### config.mk
export PLATFORM = sky130hd
export DESIGN_NAME = gpr_file_sb
export DESIGN_NICKNAME = d
export VERILOG_FILES = /design/src/rtl/gpr_pkg.sv /design/src/rtl/gpr_scoreboard.sv /design/src/rtl/gpr_file_sb.sv
export SDC_FILE = /design/constraint.sdc
export NUM_CORES = 2
export LEC_CHECK = 0
export BUFFER_PORTS_ARGS = -buffer_cell sky130_fd_sc_hd__buf_2
export CAP_MARGIN = 20
export CELL_PAD_IN_SITES_DETAIL_PLACEMENT = 0
export CELL_PAD_IN_SITES_GLOBAL_PLACEMENT = 1
export CORE_MARGIN = 2
export CORE_UTILIZATION = 47
export CTS_BUF_LIST = sky130_fd_sc_hd__clkbuf_16
export DETAILED_ROUTE_END_ITERATION = 16
export PLACE_DENSITY = 0.84
export SLEW_MARGIN = 30
export SYNTH_ARGS = -nofsm -noshare
export SYNTH_HDL_FRONTEND = slang
export SYNTH_HIERARCHICAL = 1
export SYNTH_SLANG_ARGS = --single-unit
### constraint.sdc
create_clock -name wr_clk -period 3.6 [get_ports wr_clk]
set_input_delay 0.36 -clock wr_clk [delete_from_list [all_inputs] [get_ports wr_clk]]
set_output_delay 0.36 -clock wr_clk [all_outputs]
set_load 0.02 [all_outputs]
### src/rtl/gpr_pkg.sv
// Shared types and helpers for the general-purpose register file.
// Imported by the top and the scoreboard sub-module.
package gpr_pkg;

  localparam int XLEN_D = 32;
  localparam int NREG_D = 32;

  typedef enum logic {
    GPR_IDLE,
    GPR_CLEAR
  } gpr_state_e;

  // Index width for a register count; a single-entry file still needs one bit.
  function automatic int gpr_aw(input int nreg);
    return (nreg > 1) ? $clog2(nreg) : 1;
  endfunction

endpackage

### src/rtl/gpr_scoreboard.sv
// Per-register pending-write tracker: decode allocates, writeback releases.
// A flush wipes every entry; rd_busy reports pending sources per read port.
module gpr_scoreboard
  import gpr_pkg::*;
#(
  parameter int NREG     = NREG_D,
  parameter int NRD      = 2,
  parameter bit ZERO_REG = 1'b1,
  parameter bit BYPASS   = 1'b1,
  localparam int AW      = gpr_aw(NREG)
) (
  input  logic              wr_clk,
  input  logic              flush,
  input  logic              idle,
  input  logic              wr_en,
  input  logic [AW-1:0]     wr_reg,
  input  logic              alloc_en,
  input  logic [AW-1:0]     alloc_reg,
  input  logic [NRD*AW-1:0] rd_reg,
  output logic [NRD-1:0]    rd_busy
);

  logic [NREG-1:0] pending_q;
  logic [NREG-1:0] pending_d;

  // Release is applied before allocation so a same-cycle new producer wins.
  // Indices at or beyond NREG match no entry and are dropped.
  always_comb begin
    pending_d = pending_q;
    if (flush) begin
      pending_d = '0;
    end else if (idle) begin
      for (int r = 0; r < NREG; r++) begin
        if (wr_en && (wr_reg == r[AW-1:0])) begin
          pending_d[r] = 1'b0;
        end
        if (alloc_en && (alloc_reg == r[AW-1:0])) begin
          pending_d[r] = 1'b1;
        end
      end
    end
    if (ZERO_REG) begin
      pending_d[0] = 1'b0;
    end
  end

  always_ff @(posedge wr_clk) begin
    pending_q <= pending_d;
  end

  // A write landing this cycle already satisfies the reader when it is forwarded.
  always_comb begin
    rd_busy = '0;
    for (int p = 0; p < NRD; p++) begin
      for (int r = 0; r < NREG; r++) begin
        if (rd_reg[p*AW +: AW] == r[AW-1:0]) begin
          rd_busy[p] = idle & pending_q[r]
                       & ~(BYPASS && wr_en && (wr_reg == r[AW-1:0]));
        end
      end
    end
  end

endmodule

### src/rtl/gpr_file_sb.sv
// Multi-read-port GPR file with write-to-read bypass, pending-write scoreboard
// and a sequenced clear engine that zeroes one register per cycle.
module gpr_file_sb
  import gpr_pkg::*;
#(
  parameter int XLEN     = XLEN_D,
  parameter int NREG     = NREG_D,
  parameter int NRD      = 2,
  parameter bit ZERO_REG = 1'b1,
  parameter bit BYPASS   = 1'b1,
  localparam int AW      = gpr_aw(NREG)
) (
  input  logic                wr_clk,
  input  logic                rst,
  input  logic                wr_en,
  input  logic [AW-1:0]       wr_reg,
  input  logic [XLEN-1:0]     wr_bus,
  input  logic [NRD*AW-1:0]   rd_reg,
  output logic [NRD*XLEN-1:0] rd_bus,
  output logic [NRD-1:0]      rd_busy,
  input  logic                alloc_en,
  input  logic [AW-1:0]       alloc_reg,
  input  logic                clr_req,
  output logic                clr_busy
);

  gpr_state_e      state_q;
  gpr_state_e      state_d;
  logic [AW-1:0]   clr_cnt_q;
  logic [AW-1:0]   clr_cnt_d;
  logic [XLEN-1:0] gpr_q [NREG];
  logic [XLEN-1:0] gpr_d [NREG];
  logic            idle;
  logic            clr_accept;

  assign idle       = (state_q == GPR_IDLE);
  assign clr_busy   = (state_q == GPR_CLEAR);
  assign clr_accept = idle & clr_req & ~rst;

  // Reset and accepted clear requests both restart the sweep from index 0.
  always_comb begin
    state_d   = state_q;
    clr_cnt_d = clr_cnt_q;
    if (rst) begin
      state_d   = GPR_CLEAR;
      clr_cnt_d = '0;
    end else begin
      unique case (state_q)
        GPR_IDLE: begin
          if (clr_req) begin
            state_d   = GPR_CLEAR;
            clr_cnt_d = '0;
          end
        end
        GPR_CLEAR: begin
          if (clr_cnt_q == AW'(NREG - 1)) begin
            state_d   = GPR_IDLE;
            clr_cnt_d = '0;
          end else begin
            clr_cnt_d = clr_cnt_q + AW'(1);
          end
        end
        default: begin
          state_d   = GPR_CLEAR;
          clr_cnt_d = '0;
        end
      endcase
    end
  end

  always_ff @(posedge wr_clk) begin
    state_q   <= state_d;
    clr_cnt_q <= clr_cnt_d;
  end

  // The clear engine owns the array while active; writeback is locked out.
  always_comb begin
    gpr_d = gpr_q;
    for (int r = 0; r < NREG; r++) begin
      if (!rst && clr_busy && (clr_cnt_q == r[AW-1:0])) begin
        gpr_d[r] = '0;
      end else if (!rst && idle && wr_en && (wr_reg == r[AW-1:0])
                   && !(ZERO_REG && (r == 0))) begin
        gpr_d[r] = wr_bus;
      end
    end
  end

  always_ff @(posedge wr_clk) begin
    gpr_q <= gpr_d;
  end

  // Out-of-range indices and the hardwired zero register fall through to 0.
  always_comb begin
    rd_bus = '0;
    for (int p = 0; p < NRD; p++) begin
      for (int r = 0; r < NREG; r++) begin
        if (idle && (rd_reg[p*AW +: AW] == r[AW-1:0]) && !(ZERO_REG && (r == 0))) begin
          if (BYPASS && wr_en && (wr_reg == r[AW-1:0])) begin
            rd_bus[p*XLEN +: XLEN] = wr_bus;
          end else begin
            rd_bus[p*XLEN +: XLEN] = gpr_q[r];
          end
        end
      end
    end
  end

  gpr_scoreboard #(
    .NREG     (NREG),
    .NRD      (NRD),
    .ZERO_REG (ZERO_REG),
    .BYPASS   (BYPASS)
  ) u_scoreboard (
    .wr_clk    (wr_clk),
    .flush     (rst | clr_accept),
    .idle      (idle),
    .wr_en     (wr_en),
    .wr_reg    (wr_reg),
    .alloc_en  (alloc_en),
    .alloc_reg (alloc_reg),
    .rd_reg    (rd_reg),
    .rd_busy   (rd_busy)
  );

endmodule

==> run_results.csv <==
group,metric,value,unit
run_status,status,"finished with violations",
run_status,violations,"setup timing",
floorplanning,die_x,367,um
run,maxCapViolCount,0,
global_route,overflow,0,
floorplanning,dieArea,135000,um2
drt,drt_wl_total,399,mm
timing,period_needed,4.47,ns
logic_synthesis,synth-warning-count,6,
floorplanning,io_pins,124,
cells_and_area,fin_area,84800,um2
power,power_density,303,nW/um2
critical_path,cp.required,3.24,ns
logic_synthesis,yosysMostFrequentCell,"nand2_1",
logic_synthesis,yosysTopAreaCellShare,33.2,%
timing,maxSlewHeadroom,36.6,%
drt,vias,80600,
timing,fin_skew,0.0341,ns
placed_design,hpwl,280,mm
cells_and_area,nets,9673,
clock_tree,cts_root_buf,"clkbuf_16",
logic_synthesis,ys_async_sr_fraction,0,%
floorplanning,start_util,47.3,%
drt,viasPerCell,7.02,
logic_synthesis,synth_fp_nets,8747,
timing,finalSetupTns,-38.86,ns
timing,fmax,224,MHz
power,p_leak,0.0320,uW
critical_path,path_class,"flop to output port",
floorplanning,rows,133,
logic_synthesis,ys_seq_area_share,33.2,%
logic_synthesis,ys_seq_elements,1029,
critical_path,critPathArrivalTime,4.11,ns
logic_synthesis,yosysUniqueCellTypes,91,
floorplanning,fp.coreArea,131000,um2
timing,finalCritPeriodShare,124,%
drt,drc,0,
global_route,grt_pass1_wl,549,mm
timing,finalHoldViolCount,0,
drt,first_pass_iters,11,
placed_design,io_buffers,123,
clock_tree,clockBufferDepth,3,
placed_design,place_congestion,1.21,
drt,ant_nets,0,
worst_hold_path,hold_path_class,"primary input to flop",
clock_tree,htree_levels,3,
global_route,grt_max_degree,59,
clock_tree,clock_latency,0.80,ns
critical_path,cp_max_fo,6,
clock_tree,cts.clk_slew.worst_paths,0.07,ns
logic_synthesis,synth_common_cells,"2397 x nand2_1, 1290 x a21oi_1, 1029 x dfxtp_1",
critical_path,rr_worst_depth,13,
logic_synthesis,ys.flop_type,"dfxtp_1",
critical_path,critPathCaptureType,"output port",
timing,finalSetupViolations,66,
power,vdd_ir_drop_max,478,uV
drt,drt_iter0_markers,14800,
global_route,antenna_found_initial,32,
timing,hold_ws,0.0260,ns
clock_tree,cts_tree,"done",
logic_synthesis,avgSynthCellArea,7.14,um2
clock_tree,cts_buffers,118,
logic_synthesis,yosysTopAreaCell,"dfxtp_1",
logic_synthesis,synth_edf_count,0,
global_route,grt_pass1_vias,72100,
placed_design,pre_cts_slack,-1.34,ns
cells_and_area,fillers,11600,
timing,tightestPinTransition,0.950,ns
worst_hold_path,min_path_cells,3,
critical_path,worstSetupStartpointType,"flop",
timing,rsz0062_at_grt,"yes",
placed_design,dpl_cell_area,74800,um2
timing,report.final.slew_viol_count,0,
drt,wl_per_cell,34.8,um
floorplanning,fp.dieH,367,um
clock_tree,clock-sinks,1029,
timing,timing.final.ws_setup,-0.865,ns
cells_and_area,areaGrowthSynthToFinish,36.8,%
cells_and_area,final_layout_size_suffix_gt1_share,26.0,%
logic_synthesis,synth.area.top_cells,"dfxtp_1 33%, nand2_1 15%, a21oi_1 10%",
logic_synthesis,syn-cell-area,62000,um2
global_route,grt_usage,56.0,%
logic_synthesis,postSynthCellCount,8684,
cell families after synthesis:
family	synth area share, %
buf+inv	5.92
simple gates	23.2
fa+ha+maj	0.121
flops	33.2
xor+xnor	0.155
mux	9.96
compound gates	27.5
critical path, stage by stage, from the launching register on:
cell	delay, ns
dfxtp_4	0.37
buf_4	0.14
buf_8	0.13
or4b_4	0.54
a211oi_4	0.27
buf_6	0.14
buf_6	0.10
buf_12	0.11
a22oi_1	0.08
and3_1	0.20
a21oi_4	0.43
o31ai_4	0.18
buf_6	0.18
a22oi_2	0.29
buf_6	0.17
final cells by class:
type                    instances  area [um2]  share of cell area, %
flip-flops and latches       1029       20600                   24.3
repair buffers               1723       16300                   19.2
inverters                      17        63.8                 0.0752
well taps                    1755        2200                   2.59
clock buffers                 120        3000                   3.54
multi-input cells            6721       41900                   49.3
diodes                         16        40.0                 0.0472
clock inverters               101         790                  0.931
state kept, by name (all words and copies together) (netlist names):
register and cells:
clr_cnt_q 5, u_scoreboard/pending_q 31, clr_busy 1, gpr_q 992
power breakdown:
part	internal [uW]	switching, uW	leakage, uW
combinational	564	1470	0.0218
clock	6740	5500	0.00193
sequential	11400	38.4	0.00829
metrics by stage:
stage	power (uW)	instances	util, %
floorplan	12500	8684	-
finish	25700	11500	64.7
CTS	25500	11400	62.5
global placement	13500	11100	57.1
detailed placement	13500	11100	57.1
global route	26000	11500	64.7
cells in the final DEF (no fill, tap or decap), types with 26 or more instances in the layout:
cell type / count
a22o_1: 106
a31oi_1: 76
nor4_1: 33
nor2b_1: 26
o22a_1: 59
clkinv_1: 32
nor2_1: 216
buf_6: 217
buf_4: 1229
buf_2: 50
o21ai_0: 192
buf_12: 190
mux2i_1: 519
a211oi_1: 34
nand3_1: 197
o22ai_1: 190
nand4_1: 45
a21oi_1: 1237
inv_1: 39
nor2_2: 64
a21oi_4: 27
dfxtp_1: 1028
nor3_1: 63
nand2b_1: 27
nor3_2: 28
and3_1: 48
nand3_2: 26
mux2_2: 84
o211ai_1: 31
nand2_1: 2364
clkbuf_16: 123
a32oi_1: 76
a21oi_2: 26
a221oi_1: 36
a22oi_1: 165
metal layers:
metal | routed length (um) | vias to the layer above | share of wire [%] | track usage, %
li1 | - | 32900 | - | -
met1 | 135000 | 38000 | 34 | 66.9
met2 | 150000 | 7477 | 38 | 75.6
met3 | 67300 | 2167 | 17 | 25.3
met4 | 46400 | 28 | 12 | 47.5
met5 | 322 | - | 0.081 | 1.21
repair_timing:
item,in CTS,in global routing
endpoints found under the setup margin,66,66
resized for setup,563,443
setup buffers,68,102
hold buffers,11,0
cloned,5,4
endpoints found under the hold margin,23,0
pin swaps,137,237
final timing paths:
check                                           start                                endpoint  slack [ns]
worst min-delay path                        wr_bus[1]                 gpr_q[833]$_SDFFE_PP0P_        0.03
worst max-delay path              clr_busy$_SDFF_PP1_                              rd_bus[22]       -0.87
worst max register to register    clr_busy$_SDFF_PP1_  u_scoreboard/pending_q[7]$_SDFFE_PP0P_        0.18
worst min register to register  gpr_q[5]$_SDFFE_PP0P_                   gpr_q[5]$_SDFFE_PP0P_        0.45
(Power assumes the default switching activity.)
